**src/rtl/debounce_pkg.sv**
```systemverilog
// Shared types for the pushbutton debouncer: FSM state encoding and
// the helper that maps a state to its debounced level.
package debounce_pkg;

  typedef enum logic [1:0] {
    ZERO  = 2'd0,
    WAIT1 = 2'd1,
    ONE   = 2'd2,
    WAIT0 = 2'd3
  } db_state_e;

  // Debounced level only follows the accepted state, not the pending one.
  function automatic logic db_level(input db_state_e s);
    return (s == ONE) || (s == WAIT0);
  endfunction

endpackage

```
**src/rtl/tick_gen.sv**
```systemverilog
// Free-running divider: counts 0..N and pulses tick for the one cycle at N.
// Reusable by any top that needs a slow periodic strobe.
module tick_gen #(
  parameter int N = 999_999
) (
  input  logic clk,
  input  logic reset_n,
  output logic tick
);

  localparam int CW = (N > 0) ? $clog2(N + 1) : 1;

  logic [CW-1:0] cnt_q;

  assign tick = (cnt_q == CW'(N));

  always_ff @(posedge clk or negedge reset_n) begin
    if (!reset_n)  cnt_q <= '0;
    else if (tick) cnt_q <= '0;
    else           cnt_q <= cnt_q + CW'(1);
  end

endmodule

```
**src/rtl/btn_debounce.sv**
```systemverilog
// Pushbutton debouncer: 2-flop synchronizer, tick-sampled 4-state FSM,
// registered level plus single-cycle rise/fall strobes.
module btn_debounce
  import debounce_pkg::*;
#(
  parameter int N = 999_999,
  parameter int M = 2
) (
  input  logic clk,
  input  logic reset_n,
  input  logic btn_in,
  output logic btn_db,
  output logic btn_rise,
  output logic btn_fall
);

  localparam int SW = $clog2(M + 1);

  logic          sync1, sync2;
  logic          tick;
  db_state_e     state_q, state_d;
  logic [SW-1:0] stable_q, stable_d;
  logic          db_d;

  always_ff @(posedge clk or negedge reset_n) begin
    if (!reset_n) begin
      sync1 <= 1'b0;
      sync2 <= 1'b0;
    end else begin
      sync1 <= btn_in;
      sync2 <= sync1;
    end
  end

  tick_gen #(.N(N)) u_tick (
    .clk     (clk),
    .reset_n (reset_n),
    .tick    (tick)
  );

  // A reversal is checked before the tick so a coincident tick is dropped.
  always_comb begin
    state_d  = state_q;
    stable_d = stable_q;
    case (state_q)
      ZERO: begin
        if (sync2) begin
          state_d  = WAIT1;
          stable_d = '0;
        end
      end
      WAIT1: begin
        if (!sync2) begin
          state_d = ZERO;
        end else if (tick) begin
          if (stable_q == SW'(M - 1)) begin
            state_d  = ONE;
            stable_d = '0;
          end else begin
            stable_d = stable_q + SW'(1);
          end
        end
      end
      ONE: begin
        if (!sync2) begin
          state_d  = WAIT0;
          stable_d = '0;
        end
      end
      WAIT0: begin
        if (sync2) begin
          state_d = ONE;
        end else if (tick) begin
          if (stable_q == SW'(M - 1)) begin
            state_d  = ZERO;
            stable_d = '0;
          end else begin
            stable_d = stable_q + SW'(1);
          end
        end
      end
      default: begin
        state_d  = ZERO;
        stable_d = '0;
      end
    endcase
    db_d = db_level(state_d);
  end

  // Strobes are derived from the registered level so they align with its edge.
  always_ff @(posedge clk or negedge reset_n) begin
    if (!reset_n) begin
      state_q  <= ZERO;
      stable_q <= '0;
      btn_db   <= 1'b0;
      btn_rise <= 1'b0;
      btn_fall <= 1'b0;
    end else begin
      state_q  <= state_d;
      stable_q <= stable_d;
      btn_db   <= db_d;
      btn_rise <= db_d & ~btn_db;
      btn_fall <= ~db_d & btn_db;
    end
  end

endmodule

```
**config.mk**
```make
export PLATFORM = sky130hd
export DESIGN_NAME = btn_debounce
export DESIGN_NICKNAME = d
export VERILOG_FILES = /design/src/rtl/debounce_pkg.sv /design/src/rtl/tick_gen.sv /design/src/rtl/btn_debounce.sv
export SDC_FILE = /design/constraint.sdc
export NUM_CORES = 1
export LEC_CHECK = 0
export BUFFER_PORTS_ARGS = -buffer_cell sky130_fd_sc_hd__buf_4
export CORE_MARGIN = 3
export CORE_UTILIZATION = 40
export CTS_BUF_LIST = sky130_fd_sc_hd__clkbuf_8
export DETAILED_ROUTE_END_ITERATION = 10
export GPL_ROUTABILITY_DRIVEN = 0
export PLACE_DENSITY = 0.64
export SLEW_MARGIN = 20
export SYNTH_ARGS = -nofsm -noshare
export SYNTH_HDL_FRONTEND = slang
export SYNTH_HIERARCHICAL = 1
export SYNTH_SLANG_ARGS = --single-unit
```
**constraint.sdc**
```tcl
create_clock -name clk -period 4.89 [get_ports clk]
set_input_delay 0 -clock clk [delete_from_list [all_inputs] [get_ports clk]]
set_output_delay 0 -clock clk [all_outputs]
set_load 0.01 [all_outputs]
```
==> summary.md <==
| Metric | Value |
|---|---|
| Run status | `completed` |
| Drt initial violations | `80` |
| Worst-Margin Slew | `between 500 and 600 ps` |
| Wire length of the first global-routing pass | `a little over 4000 µm` |
| Max-cap check violation count | `0` |
| GR Util All Layers | `about 12%` |
| Post-Route Skew | `3.35 ps` |
| Final worst-path cycle share | `between 40% and 50%` |
| Drc violations | `0` |
| Sort of element at the end of the critical path | `flop` |
| Min cycle time layout | `approximately 2200 ps` |
| Flop and latch count out of synthesis | `28` |
| Worst min path class | `in -> async` |
| DRT antenna net count | `0` |
| CTS H-Tree Depth | `1` |
| Setup Total Neg Slack | `0 ps` |
| Fraction of synthesized cell area taken by the top area cell type | `52.0%` |
| Clock tree from TritonCTS | `built` |
| Signed area change from the synthesized netlist to the final layout | `12.9%` |
| Detail Placement HPWL | `roughly 1600 µm` |
| Number of vias after detailed routing | `between 800 and 900` |
| DIE WIDTH | `~64 µm` |
| CTS root buf | `sky130_fd_sc_hd__clkbuf_8` |
| Worst reg2reg endpoint | `btn_db` |
| Launching element type of the critical path | `flop` |
| Final-report max-slew violation count | `0` |
| Pin count of the biggest net entering global routing | `29` |
| IO Count | `6` |
| Antenna violations before repair | `0` |
| Number of sinks handled by clock tree synthesis | `28` |
| Total chip power | `between 0.4 and 0.5 mW` |
| Residual overflow from global routing | `0` |
| Setup repair after global routing missed its margin | `no` |
| Number of enable flip-flop cells after synthesis | `0` |
| Layout net count | `133` |
| Cells taking the most area after synthesis | `sky130_fd_sc_hd__dfrtp_1 (52%), sky130_fd_sc_hd__xnor2_1 (5.9%), sky130_fd_sc_hd__xor2_1 (3.9%)` |
| Final setup violation count | `0` |
| Avg Inst Size Synth | `roughly 11 µm²` |
| Top achievable clock speed | `around 460 MHz` |
| Number of failing hold endpoints at the final stage | `0` |
| R2r setup slk | `approximately 2700 ps` |
| Fraction of the yosys area taken by sequential cells | `a little over half` |
| Peak fanout along the critical path | `11` |
| Number of global-route vias before repair | `around 870` |
| Number of warnings printed during yosys synthesis | `6` |
| Worst slew slack as a fraction of its limit | `approximately three fifths` |
| Share of final-layout standard cells stronger than drive strength 1 | `15.6%` |
| Cell type with the highest aggregate area in the netlist | `sky130_fd_sc_hd__dfrtp_1` |
| WL final | `between 2000 and 2500 µm` |
| Clk slew on worst S/H paths | `~90 ps` |
| Post-Synthesis Net Count | `123` |
| Clock network latency to the later pin of the worst-skew pair | `~270 ps` |
| Y dimension of the die | `64.0 µm` |
| Total clock buffers created by CTS | `3` |
| Gate count after technology mapping | `119` |
| Die Footprint | `0.00410 mm²` |
| Number of vias per cell | `between 5 and 6` |
| Maximum VDD drop | `roughly 150 µV` |
| Crit Path Class | `reg -> reg` |
| Data required time of the worst path | `5060 ps` |
| Post-synthesis instance area | `between 0.001 and 0.0015 mm²` |
| Detailed-router iteration count before antenna repair | `4` |
| Count of inserted antenna diode cells | `0` |
| Most used cells in the layout excluding fill and tap cells | `sky130_fd_sc_hd__dfrtp_1 (28), sky130_fd_sc_hd__nor2_1 (13), sky130_fd_sc_hd__xnor2_1 (9)` |
| Core area | `roughly 0.0031 mm²` |
| Fraction of registers with async set/reset | `100%` |
| Count of different cell masters after synthesis | `32` |
| Cell depth of the worst flop-to-flop path | `5` |
| Number of rows created at floorplan | `20` |
| Initial cell density of the core | `between 40% and 50%` |
| Commonest non-fill, non-tap cell in the layout | `sky130_fd_sc_hd__dfrtp_1` |
| Number of instances resized during post-cts repair | `0` |
| Cell Pwr Density | `approximately 280 mW/mm²` |
| Arrival @ worst endpoint | `between 2000 and 2500 ps` |
| Cell leakage power | `0.655 nW` |
| Max clock buf depth | `2` |
| Origin of the critical flop-to-flop path | `u_tick/cnt_q[0]` |
| Main synth FF type | `sky130_fd_sc_hd__dfrtp_1` |
| Port Buffer Count | `5` |
| Average wire per cell in the routed design | `around 12 µm` |
## report_power, final
group          leakage [nW]  switching [mW]  total, mW  internal [mW]
combinational         0.249         0.00515    0.00798        0.00283
clock                0.0357          0.0702      0.180          0.110
sequential            0.370         0.00118      0.234          0.233
## through the flow
| step | hold WS [ps] | util, % | std cells | worst slack [ps] | instance area, µm² |
|---|---|---|---|---|---|
| global route | 208 | 48.6 | 172 | 2480 | 1520 |
| detailed placement | -62.2 | 45.7 | 166 | 2690 | 1430 |
| global placement | -67.0 | 45.7 | 166 | 2750 | 1430 |
| finish | 165 | 48.6 | 172 | 2690 | 1520 |
| floorplan | -296 | - | 119 | 2930 | 1350 |
| CTS | 174 | 48.6 | 172 | 2660 | 1520 |
## cell usage after synthesis, types with 2 or more instances
| library cell | count |
|---|---|
| sky130_fd_sc_hd__dfrtp_1 | 28 |
| sky130_fd_sc_hd__nor2_1 | 13 |
| sky130_fd_sc_hd__xnor2_1 | 9 |
| sky130_fd_sc_hd__nand3_1 | 8 |
| sky130_fd_sc_hd__xor2_1 | 6 |
| sky130_fd_sc_hd__nand2_1 | 5 |
| sky130_fd_sc_hd__inv_1 | 4 |
| sky130_fd_sc_hd__nand4_1 | 4 |
| sky130_fd_sc_hd__nor3_1 | 4 |
| sky130_fd_sc_hd__and3_1 | 3 |
| sky130_fd_sc_hd__mux2i_1 | 3 |
| sky130_fd_sc_hd__nor3b_1 | 3 |
| sky130_fd_sc_hd__nor4_1 | 3 |
| sky130_fd_sc_hd__a21oi_1 | 2 |
| sky130_fd_sc_hd__buf_2 | 2 |
| sky130_fd_sc_hd__nand4_4 | 2 |
| sky130_fd_sc_hd__nor2_2 | 2 |
| sky130_fd_sc_hd__nor2b_1 | 2 |
| sky130_fd_sc_hd__nor4_2 | 2 |
| sky130_fd_sc_hd__nor4b_1 | 2 |
## kinds of logic after synthesis
logic type / share of synthesized area [%]
xor+xnor: 9.76
simple gates: 29.8
compound gates: 2.23
buf+inv: 1.86
mux: 3.35
flops: 52.0
fa+ha+maj: 0.929
## worst max-delay path, stage by stage (launching register included)
cell,delay (ps)
sky130_fd_sc_hd__dfrtp_1,410
sky130_fd_sc_hd__ha_1,250
sky130_fd_sc_hd__nand3_1,210
sky130_fd_sc_hd__nor4_4,610
sky130_fd_sc_hd__nand4b_2,260
sky130_fd_sc_hd__mux2_4,340
## routing by layer
layer  share of wire [%]  GRT usage, %  routed length [µm]  vias up
li1                    -             -                   -      434
met4                 1.0          3.50                  22        0
met1                  49          16.4                1060      426
met3                 2.1          2.81                  46        3
met5                   0             0                   0        -
met2                  48          19.4                1020        6
## flip-flops by register name, summed over array words and instances, names as in the netlist
signal        cells
btn_rise          1
stable_q          2
btn_fall          1
sync1             1
sync2             1
state_q           1
u_tick/cnt_q     20
btn_db            1
## repair_timing
action	in CTS	in global routing
hold buffers	2	0
endpoints found under the hold margin	29	0
buffers inserted	0	0
## cell type report
class / instances / area, µm²
clock buffers: 3 / 41.3
inverters: 4 / 15.0
fillers: 308 / 1610
repair buffers: 7 / 57.6
multi-input cells: 85 / 621
flip-flops and latches: 28 / 701
clock inverters: 1 / 30.0
well taps: 44 / 55.1
## how the worst max path moves through the flow
| stage | end | slack [ps] | cells past startpoint | start |
|---|---|---|---|---|
| floorplan | btn_db | 2930 | 5 | u_tick/cnt_q[6] |
| global placement | btn_db | 2750 | 5 | u_tick/cnt_q[0] |
| detailed placement | btn_db | 2690 | 5 | u_tick/cnt_q[0] |
| CTS | btn_db | 2660 | 5 | u_tick/cnt_q[0] |
| global route | btn_db | 2480 | 5 | u_tick/cnt_q[6] |
| finish | btn_db | 2690 | 5 | u_tick/cnt_q[0] |
No activity file was read; power rests on OpenSTA's default activity.
